--- config.mk ---
export PLATFORM = sky130hd
export DESIGN_NAME = opm_dac_serializer
export DESIGN_NICKNAME = d
export VERILOG_FILES = /design/src/rtl/opm_dac_serializer.sv
export SDC_FILE = /design/constraint.sdc
export NUM_CORES = 1
export LEC_CHECK = 0
export CORE_ASPECT_RATIO = 1.25
export CORE_MARGIN = 10
export CORE_UTILIZATION = 30
export CTS_CLUSTER_DIAMETER = 150
export DETAILED_ROUTE_END_ITERATION = 10
export PLACE_DENSITY_LB_ADDON = 0.3
export SETUP_SLACK_MARGIN = 0.3
export SYNTH_ARGS = -nofsm -noshare
export SYNTH_HDL_FRONTEND = slang
export SYNTH_SLANG_ARGS = --single-unit
export TNS_END_PERCENT = 5
--- constraint.sdc ---
create_clock -name i_EMUCLK -period 9.9 [get_ports i_EMUCLK]
set_clock_uncertainty 0.15 [all_clocks]
set_input_delay 1.98 -clock i_EMUCLK [delete_from_list [all_inputs] [get_ports i_EMUCLK]]
set_output_delay 1.98 -clock i_EMUCLK [all_outputs]
set_load 0.005 [all_outputs]
--- src/rtl/opm_dac_serializer.sv ---
// Converts the left/right accumulator sums to 13-bit floating-point DAC words and shifts them out serially.
// The frame starts one tick after the cycle-31 strobe. There is no backpressure: a new strobe always restarts the frame.
module opm_dac_serializer (
    input  logic        i_EMUCLK,
    input  logic        i_MRST_n,
    input  logic        i_phi1_NCEN_n,
    input  logic        i_CYCLE_31,
    input  logic [15:0] i_ACC_L,
    input  logic [15:0] i_ACC_R,
    output logic        o_SO,
    output logic        o_SH1,
    output logic        o_SH2,
    output logic [12:0] o_FLOAT_L,
    output logic [12:0] o_FLOAT_R
);

    typedef enum logic {IDLE, SEND} state_t;

    state_t      state;
    logic [31:0] shift_reg;
    logic [4:0]  slot;
    logic [12:0] float_l;
    logic [12:0] float_r;

    // A 1 in d[i] marks a non-redundant sign bit at position i. The shift must push the highest such bit below bit 10.
    function automatic logic [12:0] to_float(input logic [15:0] x);
        logic [5:0] d;
        logic [2:0] s;
        logic [9:0] m;
        d = x[15:10] ^ x[14:9];
        s = 3'd0;
        for (int i = 0; i < 6; i++)
            if (d[i]) s = 3'(i + 1);
        case (s)
            3'd0:    m = x[9:0];
            3'd1:    m = x[10:1];
            3'd2:    m = x[11:2];
            3'd3:    m = x[12:3];
            3'd4:    m = x[13:4];
            3'd5:    m = x[14:5];
            default: m = x[15:6];
        endcase
        return {s + 3'd1, m};
    endfunction

    assign float_l = to_float(i_ACC_L);
    assign float_r = to_float(i_ACC_R);

    always_ff @(posedge i_EMUCLK) begin
        if (!i_phi1_NCEN_n) begin
            if (!i_MRST_n) begin
                state     <= IDLE;
                shift_reg <= '0;
                slot      <= '0;
                o_SO      <= 1'b0;
                o_SH1     <= 1'b0;
                o_SH2     <= 1'b0;
                o_FLOAT_L <= '0;
                o_FLOAT_R <= '0;
            end else if (i_CYCLE_31) begin
                o_FLOAT_L <= float_l;
                o_FLOAT_R <= float_r;
                shift_reg <= {float_r, 3'b000, float_l, 3'b000};
                slot      <= '0;
                state     <= SEND;
                o_SO      <= 1'b0;
                o_SH1     <= 1'b0;
                o_SH2     <= 1'b0;
            end else if (state == SEND) begin
                o_SO      <= shift_reg[0];
                shift_reg <= {1'b0, shift_reg[31:1]};
                o_SH1     <= (slot == 5'd15);
                o_SH2     <= (slot == 5'd31);
                // The 5-bit counter wraps to 0 after slot 31.
                slot      <= slot + 5'd1;
                if (slot == 5'd31)
                    state <= IDLE;
            end else begin
                o_SO  <= 1'b0;
                o_SH1 <= 1'b0;
                o_SH2 <= 1'b0;
            end
        end
    end

endmodule

==> reports/metrics.cfg, run 1 <==
[status]
outcome=complete, no violations

[grt]
global_route.overflow_total=0
first_global_vias=4090
grt_pass1_wl_microns=21640
track_usage=0.1205
grt_start_max_net_pins=55
antenna_found_initial=0

[critical_path]
ff2ff_path_depth=2
path_max_fanout=24
cp_cell_sequence=clkdlybuf4s50_1 -> inv_1 -> a21oi_1 -> o22a_1 -> inv_1 -> ha_1 -> ha_1 -> nor3_2 -> a22oi_1 -> mux2i_1 -> a311oi_1 -> a21oi_1
crit-reg2reg-capture=shift_reg[19]$_SDFFCE_PN0P_
r2r_setup_slack_ps=8090
arrival_ps=5950
setup.worst_path.start_class=input pin
cp_slowest_cell=clkdlybuf4s50_1
worst_r2r_startpoint=state$_SDFFCE_PN0N_
path_class=in2reg
cpLargestDelayFamily=buffers and inverters
worst_ep_required_time_ps=9920
crit_path_max_incr_delay_ps=1010
crit_path_end_kind=flip-flop
number_of_gates_on_the_worst_path_with_buffers_counted=12
worst-path-buf-inv=3

[synthesis]
synth_async_sr_flop_share=0
synthFlopType=edfxtp_1
ffs_latches_synth=67
synth.net_count=551
synthesis.yosys.warnings=0
synthCells=502
synth.avg_cell_area_sq_um=9.506
ys_seq_area_frac=0.4216
synth_enable_flop_cells=67
synth.distinct_cells=60
synthesis.area_sq_um=4772

[power_and_ir_drop]
power-per-cell-area_nw_per_um2=147.2
leakage_nw=2.032
ir_drop_uv=76.58

[sta]
worst_slack_ps=3969
setup-tns-final_ps=0
tightest_slew_ps=1047
rsz0062_at_grt=no
fin_crit_sh=0.5991
finalHoldViolCount=0
finalWorstPathRequiredPeriod_ps=5931
setup_violations=0
maxSlewViolCount=0
max_freq_ghz=0.1686
timing.slew.headroom=0.3007

[cts]
cts.repair.resized=0
max-clock-path-buffers=2
cts_sinks=67
clk_transition_reported_paths_ps=60
cts_bufs_inserted=9
hold_buf_cts=0
post_cts.repair.setup_buffers=0
tritoncts=yes
ctsRootBufferMaster=clkbuf_16
cts.htree.levels=3
clk_latency_ps=330

[layout]
finalCoreUtilization=0.3723
num-nets-final=576
n_antenna_cell=0
multiInputGateArea_sq_um=2476
final_design_area_no_fill_sq_um=5797
flow.area_growth_from_synthesis_pct=21.47
fillers=1589
seq_area_sq_um=2012
largest_register_ff_count=32
layout-drive-gt1-share=0.07331

[placement]
post_dp_hpwl_microns=9226
number_of_input_and_output_port_buffers_inserted=64
dp_worst_setup_slack_ps=3728
dpl_cell_area_sq_um=5495
globalplace.congestion=0.8840

[worst_hold_path]
hold_class=reg2reg
hold_path.startpoint=shift_reg[1]$_SDFFCE_PN0P_
hold_path_end=shift_reg[0]$_SDFFCE_PN0P_
hold_path_depth=1

[drt]
drt_pass1_iterations=5
m1WireLength_microns=5805
dr_wl_met2_microns=6445
route.detailed.vias_per_inst=5.691
routed_wire_length_per_instance_microns=17.85
dr.first_iter.drc_count=438
routed-via-count=4234
route.antenna.remaining_nets=0
drt_drc=0
dr.max_layer_used=met4
detailroute.wirelength.met3_microns=817
finalWirelength_microns=13280

[floorplan]
die-height_microns=161.0
die_width_microns=132.8
rows=51
fp.dieArea_sq_um=21380
ios=65
fp.coreArea_sq_um=15570
start_util=0.3065

[run]
maxCapViolCount=0

==> synthesized netlist by cell type (3+ instances only) <==
cell type	number	area, sq um
a22oi_1	14	105.1
o21ai_0	41	205.2
o221ai_1	23	201.4
nor4b_2	3	45.04
buf_2	10	50.05
edfxtp_1	67	2012
ha_1	13	162.7
o22ai_1	6	37.54
nor2_1	15	56.30
nand3_1	7	35.03
clkbuf_1	36	135.1
nor4_1	3	18.77
nor3_1	7	35.03
nand2b_1	4	25.02
buf_1	6	22.52
a21oi_1	54	270.3
o21a_1	6	45.04
o31ai_1	23	172.7
nand2_1	21	78.83
mux2i_1	12	120.1
a21boi_0	5	37.54
and2_1	13	81.33
nor2b_1	23	143.9
and3_1	7	43.79
inv_1	21	78.83
a211oi_1	7	52.55
nor3_2	4	40.04
a32oi_1	7	61.31
a31oi_1	8	50.05
==> final cells by class <==
type,count,area share
sequential,67,0.3471
inverter,21,0.01360
clock buffer,9,0.03885
tap,212,0.04576
timing repair buffer,67,0.1144
clock inverter,7,0.01317
multi-input combinational,361,0.4272
==> cell usage in the layout, fill, tap and decap left out, types with 7 or more instances in the layout <==
cell type,n
o31ai_1,23
a32oi_1,7
inv_1,21
nand2_1,21
a31oi_1,8
nor3_1,7
nor2b_1,23
a211oi_1,7
nor2_1,13
clkdlybuf4s50_1,64
ha_1,13
o21ai_0,41
clkbuf_16,9
and2_1,13
and3_1,7
a22oi_1,14
o221ai_1,23
edfxtp_1,67
mux2i_1,12
nand3_1,7
a21oi_1,54
==> report_power, final <==
part / internal [mW] / switching, mW / total (mW)
registers: 0.343 / 0.00778 / 0.351
clock network: 0.196 / 0.122 / 0.318
logic: 0.0790 / 0.105 / 0.184
total: 0.618 / 0.235 / 0.853
==> layer usage <==
| layer | up-vias | track usage |
|---|---|---|
| li1 | 2001 | - |
| met1 | 2005 | 0.1538 |
| met2 | 211 | 0.1986 |
| met3 | 17 | 0.02483 |
| met4 | 0 | 0.03858 |
| met5 | - | 0 |
==> per-stage QoR <==
step | total power [mW] | hold WS (ps) | cells
4_1_cts | 0.8623 | 387.6 | 744
3_5_place_dp | 0.5399 | 360.0 | 728
3_3_place_gp | 0.5385 | 359.0 | 728
2_1_floorplan | 0.4665 | 346.7 | 502
6_report | 0.8532 | 382.9 | 744
5_1_grt | 0.8965 | 398.1 | 744
==> how the worst max path moves through the flow <==
stage	start	endpoint	slack, ps
detailed placement	i_ACC_R[12]	shift_reg[19]$_SDFFCE_PN0P_	3730
CTS	i_ACC_R[12]	shift_reg[19]$_SDFFCE_PN0P_	4020
floorplan	i_ACC_R[10]	shift_reg[28]$_SDFFCE_PN0P_	5180
global placement	i_ACC_R[12]	shift_reg[19]$_SDFFCE_PN0P_	3730
global route	i_ACC_R[12]	o_FLOAT_R[6]$_SDFFCE_PN0P_	3600
finish	i_ACC_R[12]	shift_reg[19]$_SDFFCE_PN0P_	3970
==> cell families (layout without fill, tap and decap cells) <==
logic type	after synthesis	count (layout)	synth area share
AO/OA/AOI/OAI	215	215	0.3070
XOR/XNOR	2	2	0.003671
adder cells (fa/ha/maj)	13	13	0.03409
buffers and inverters	74	104	0.06162
flip-flops	67	67	0.4216
multiplexers	12	12	0.02517
AND/OR/NAND/NOR	119	119	0.1468
(Power assumes the default switching activity.)
==> inputs of run 2 (changes only) <==
==> constraint.sdc (replaced) <==
create_clock -name i_EMUCLK -period 5.6 [get_ports i_EMUCLK]
set_clock_uncertainty 0.15 [all_clocks]
set_input_delay 1.12 -clock i_EMUCLK [delete_from_list [all_inputs] [get_ports i_EMUCLK]]
set_output_delay 1.12 -clock i_EMUCLK [all_outputs]
set_load 0.005 [all_outputs]
==> run 2 against run 1 <==
Combinational power rose by 78%. Largest power group is now the clock network. Sequential power rose by 77%. Register-to-register slack got worse by 4300 ps. Final area rose by 1.5%. First-iteration DRC count rose by 5.0%. Core utilization rose by 0.55 points. Total power rose by 86%. Routed wire length fell by 0.64%. Clock power rose by 100%. Via count barely moved. Critical path depth did not move. Highest routed layer unchanged.
==> reports/metrics.cfg, run 2 (synthesis gave the netlist of run 1 again) <==
[power_and_ir_drop]
ir_drop_uv=158.7  ; +110%
leakage_nw=2.085  ; +2.6%
report.power.total_mw=1.589  ; +86%
power-per-cell-area_nw_per_um2=270.1  ; +83%

[sta]
setup_violations=0  ; unchanged
tightest_slew_ps=1034  ; -12.63 ps
max_freq_ghz=0.2271
whs_ps=382.1  ; -0.8200 ps
timing.slew.headroom=0.3091  ; +0.008440
maxSlewViolCount=0  ; unchanged
finalWorstPathRequiredPeriod_ps=4404
rsz0062_at_grt=no
finalHoldViolCount=0  ; unchanged
fin_crit_sh=0.7864
worst_slack_ps=1196  ; -2773 ps
setup-tns-final_ps=0  ; unchanged

[critical_path]
path_class=in2reg
crit_path_end_kind=flip-flop
path_max_fanout=19  ; -21%
cp_slowest_cell=ha_1
setup.worst_path.start_class=input pin
most_frequent_cell_on_critical_path=ha_1
arrival_ps=4320  ; -1630 ps
cpLargestDelayFamily=compound AO/OA/AOI/OAI gates
worst-path-buf-inv=3  ; unchanged
crit_path_max_incr_delay_ps=540  ; -470 ps
cp_cell_sequence=clkdlybuf4s50_1 -> buf_4 -> inv_1 -> a211oi_1 -> o22a_1 -> ha_1 -> ha_1 -> nor3_2 -> a22oi_1 -> mux2i_1 -> a311oi_1 -> a21oi_1
worst_ep_required_time_ps=5520  ; -4400 ps

[drt]
drt_drc=0  ; unchanged
drt_pass1_iterations=5  ; unchanged
route.detailed.vias_per_inst=5.640  ; -0.89%
finalWirelength_microns=13200  ; -0.64%
routed-via-count=4230  ; -0.094%
route.antenna.remaining_nets=0  ; unchanged
routed_wire_length_per_instance_microns=17.60  ; -1.4%
dr.first_iter.drc_count=460  ; +5.0%

[floorplan]
fp.dieArea_sq_um=21380  ; unchanged
die_width_microns=132.8  ; unchanged
die-height_microns=161.0  ; unchanged
ios=65  ; unchanged
start_util=0.3065  ; unchanged
fp.coreArea_sq_um=15570  ; unchanged
rows=51  ; unchanged

[layout]
fillers=1577  ; -0.76%
most_common_library_cell_in_the_layout_ignoring_fill_and_taps=edfxtp_1
flow.area_growth_from_synthesis_pct=23.26
layout-drive-gt1-share=0.08364  ; +0.01033
final_cell_mix=edfxtp_1 (67), clkdlybuf4s50_1 (64), a21oi_1 (54)
multiInputGateArea_sq_um=2476  ; unchanged
largest_register_ff_count=32  ; unchanged
finalCoreUtilization=0.3778  ; +0.005464
n_antenna_cell=0  ; unchanged
seq_area_sq_um=2012  ; unchanged
num-nets-final=582  ; +1.0%

[grt]
antenna_found_initial=0  ; unchanged
first_global_vias=3976  ; -2.8%
grt_pass1_wl_microns=21470  ; -0.80%
global_route.overflow_total=0  ; unchanged
track_usage=0.1202  ; -0.0002448
grt_start_max_net_pins=42  ; -24%

[cts]
max-clock-path-buffers=2  ; unchanged
ctsRootBufferMaster=clkbuf_16
tritoncts=yes
post_cts.repair.setup_buffers=0  ; unchanged
cts_bufs_inserted=9  ; unchanged
clk_latency_ps=330  ; about the same
cts.htree.levels=3  ; unchanged
cts_sinks=67  ; unchanged
hold_buf_cts=0  ; unchanged
cts.repair.resized=0  ; unchanged
clk_transition_reported_paths_ps=60  ; about the same

[worst_hold_path]
hold_class=reg2reg

[status]
outcome=complete, no violations

[placement]
dp_worst_setup_slack_ps=885.1  ; -2843 ps
globalplace.congestion=0.9067  ; +2.6%
post_dp_hpwl_microns=9451  ; +2.4%
number_of_input_and_output_port_buffers_inserted=64  ; unchanged

[run]
maxCapViolCount=0  ; unchanged

run 2: worst paths after layout:
path,from,end,slack (ps),cells past startpoint
worst max-delay path,i_ACC_R[13],shift_reg[19]$_SDFFCE_PN0P_,1200,12
worst min-delay path,shift_reg[2]$_SDFFCE_PN0P_,shift_reg[1]$_SDFFCE_PN0P_,380,1
worst max register to register,state$_SDFFCE_PN0N_,shift_reg[13]$_SDFFCE_PN0P_,3780,2
worst min register to register,shift_reg[2]$_SDFFCE_PN0P_,shift_reg[1]$_SDFFCE_PN0P_,380,1
run 2: power by group:
part | internal, mW | leakage (nW) | total (mW) | switching (mW)
clock | 0.436 | 0.167 | 0.642 | 0.206
sequential | 0.606 | 0.651 | 0.620 | 0.0137
combinational | 0.142 | 1.27 | 0.327 | 0.185
total | 1.18 | 2.09 | 1.59 | 0.405
run 2: routing by layer:
layer,track usage,part of all wire,vias up
met3,0.02638,0.058,26
li1,-,-,2008
met2,0.1934,0.48,203
met5,0,0,-
met1,0.1521,0.43,1993
met4,0.05010,0.023,0
run 2: area by class of cell:
class                   instances  area share
inverters                      21     0.01340
clock inverters                 6     0.01914
flip-flops and latches         67      0.3421
well taps                     212     0.04510
repair buffers                 73      0.1204
multi-input cells             361      0.4210
clock buffers                  10     0.03893
run 2: through the flow:
step,area [sq um],instances
final,5882,750
after CTS,5882,750
after detailed placement,5540,734
after floorplan,4772,502
after global routing,5882,750
after global placement,5540,734
run 2: worst reg2reg max path, cell delays in order (launching register included):
cell and delay, ps:
edfxtp_1 390, nor2_1 100, nor2_4 790
==> inputs of run 3 (changes only) <==
==> constraint.sdc (replaced) <==
create_clock -name i_EMUCLK -period 3.85 [get_ports i_EMUCLK]
set_clock_uncertainty 0.15 [all_clocks]
set_input_delay 0.77 -clock i_EMUCLK [delete_from_list [all_inputs] [get_ports i_EMUCLK]]
set_output_delay 0.77 -clock i_EMUCLK [all_outputs]
set_load 0.005 [all_outputs]
==> run 3 against run 2 <==
Non-clock buffer count increased by 50. Count of clock-buffer cells in the layout decreased by 1. Total power increased by 46%. Core utilization increased by 2.5 points. Die area unchanged. Sequential power increased by 45%. Hold slack got worse by 13 ps. Critical path depth increased by 1. Largest power group is now registers.
==> reports/metrics.cfg, run 3 (synthesis gave the netlist of run 1 again) <==
[layout]
num-nets-final=632  ; +8.6%
largest_register_ff_count=32  ; unchanged
layout-drive-gt1-share=0.1704  ; +0.08671
flow.area_growth_from_synthesis_pct=31.41
n_antenna_cell=0  ; unchanged
multiInputGateArea_sq_um=2504  ; +1.1%
final_cell_mix=edfxtp_1 (67), clkdlybuf4s50_1 (64), buf_4 (58)
most_common_library_cell_in_the_layout_ignoring_fill_and_taps=edfxtp_1
fillers=1569  ; -0.51%
seq_area_sq_um=2012  ; unchanged

[sta]
worst_slack_ps=431.3  ; -764.9 ps
setup-tns-final_ps=0  ; unchanged
setup_violations=0  ; unchanged
timing.slew.headroom=0.5501  ; +0.2410
fin_crit_sh=0.8880
finalWorstPathRequiredPeriod_ps=3419
tightest_slew_ps=671.2  ; -362.7 ps
finalHoldViolCount=0  ; unchanged
rsz0062_at_grt=yes
maxSlewViolCount=0  ; unchanged
max_freq_ghz=0.2925

[cts]
cts.htree.levels=3  ; unchanged
clk_transition_reported_paths_ps=60  ; about the same
cts_bufs_inserted=9  ; unchanged
cts_sinks=67  ; unchanged
ctsRootBufferMaster=clkbuf_16
clk_latency_ps=330  ; about the same
tritoncts=yes
max-clock-path-buffers=2  ; unchanged
post_cts.repair.setup_buffers=0  ; unchanged

[drt]
routed-via-count=4423  ; +4.6%
drt_drc=0  ; unchanged
dr.first_iter.drc_count=477  ; +3.7%
route.detailed.vias_per_inst=5.536  ; -1.8%
drt_pass1_iterations=5  ; unchanged
route.antenna.remaining_nets=0  ; unchanged
routed_wire_length_per_instance_microns=17.83  ; +1.3%
finalWirelength_microns=14250  ; +7.9%

[critical_path]
crit-reg2reg-capture=o_SH2$_SDFFCE_PP0N_
setup.worst_path.start_class=input pin
crit_path_end_kind=flip-flop
setup.worst_path.start=i_ACC_R[10]
worst_r2r_startpoint=slot[0]$_SDFFCE_PN0P_
r2r_setup_slack_ps=2260  ; -1520 ps
cp-endpoint=shift_reg[24]$_SDFFCE_PN0P_
path_max_fanout=16  ; -3
arrival_ps=3330  ; -990 ps
worst_ep_required_time_ps=3760  ; -1760 ps
path_class=in2reg
ff2ff_path_depth=4  ; +2

[worst_hold_path]
hold_class=reg2reg
hold_path.startpoint=shift_reg[18]$_SDFFCE_PN0P_

[run]
maxCapViolCount=0  ; unchanged

[power_and_ir_drop]
power-per-cell-area_nw_per_um2=368.7  ; +37%
ir_drop_uv=209.7  ; +32%
leakage_nw=2.325  ; +12%
report.power.total_mw=2.312  ; +46%

[grt]
antenna_found_initial=0  ; unchanged
grt_start_max_net_pins=53  ; +26%
grt_pass1_wl_microns=23060  ; +7.4%
track_usage=0.1307  ; +0.01046
first_global_vias=4350  ; +9.4%
global_route.overflow_total=0  ; unchanged

[placement]
globalplace.congestion=0.9381  ; +3.5%
dp_worst_setup_slack_ps=-82.13  ; -967.2 ps
number_of_input_and_output_port_buffers_inserted=64  ; unchanged
post_dp_hpwl_microns=10510  ; +11%

[floorplan]
fp.coreArea_sq_um=15570  ; unchanged
die-height_microns=161.0  ; unchanged
ios=65  ; unchanged
rows=51  ; unchanged
fp.dieArea_sq_um=21380  ; unchanged
start_util=0.3065  ; unchanged
die_width_microns=132.8  ; unchanged

[status]
outcome=complete, no violations

run 3: cell count changes in the layout (fill, tap and decap cells not counted):
cell	previous run	this run
a311oi_2	0	1
buf_4	9	58
a311oi_1	1	0
clkinvlp_4	0	1
buf_12	0	1
clkbuf_1	1	0
nor3_1	7	4
a221oi_2	0	1
a221oi_1	1	0
nor3_2	4	7
bufinv_16	3	2
run 3: cell type report:
cell class              instances  area share
multi-input cells             361      0.3992
flip-flops and latches         67      0.3208
repair buffers                123      0.1748
well taps                     212     0.04230
clock buffers                   9     0.03591
clock inverters                 6     0.01437
inverters                      21     0.01257
run 3: per-stage QoR:
| stage | util | hold slack (ps) | instances | instance area, sq um |
|---|---|---|---|---|
| global placement | 0.3807 | 355.4 | 784 | 5928 |
| global route | 0.4028 | 396.0 | 799 | 6271 |
| detailed placement | 0.3807 | 361.0 | 784 | 5928 |
| floorplan | - | 346.7 | 502 | 4772 |
| CTS | 0.4014 | 375.6 | 799 | 6250 |
| finish | 0.4028 | 369.6 | 799 | 6271 |
run 3: worst min-delay path by stage:
stage                                  endpoint  cells past startpoint
finish              shift_reg[17]$_SDFFCE_PN0P_                      1
global route         shift_reg[0]$_SDFFCE_PN0P_                      1
CTS                 shift_reg[17]$_SDFFCE_PN0P_                      1
global placement     shift_reg[2]$_SDFFCE_PN0P_                      1
floorplan            shift_reg[0]$_SDFFCE_PN0P_                      1
detailed placement   shift_reg[0]$_SDFFCE_PN0P_                      1
run 3: routing by layer:
| metal | up-vias | routed length (microns) | GRT usage |
|---|---|---|---|
| li1 | 2118 | - | - |
| met1 | 2142 | 6219 | 0.1602 |
| met2 | 144 | 6997 | 0.2222 |
| met3 | 19 | 716 | 0.02390 |
| met4 | 0 | 312 | 0.04960 |
| met5 | - | 0 | 0 |
run 3: critical path: stages:
cell	delay, ps
clkdlybuf4s50_1	470
inv_1	90
a21o_1	160
a21oi_1	190
o22a_1	200
inv_1	70
ha_1	190
ha_1	230
buf_4	210
a22oi_1	190
mux2i_1	100
a211oi_1	340
a21oi_1	110
run 3: timing repair:
| action | 4_1_cts | 5_1_grt |
|---|---|---|
| endpoints found under the setup margin | 1 | 14 |
| pin swaps | 0 | 1 |
| hold buffers | 0 | 0 |
| hold endpoints to repair | 0 | 0 |
| resized for setup | 1 | 4 |
run 3: power by group:
part	internal [mW]	total, mW	switching (mW)	leakage (nW)
logic	0.254	0.540	0.286	1.52
registers	0.881	0.902	0.0209	0.651
clock network	0.565	0.870	0.305	0.152
total	1.70	2.31	0.612	2.33
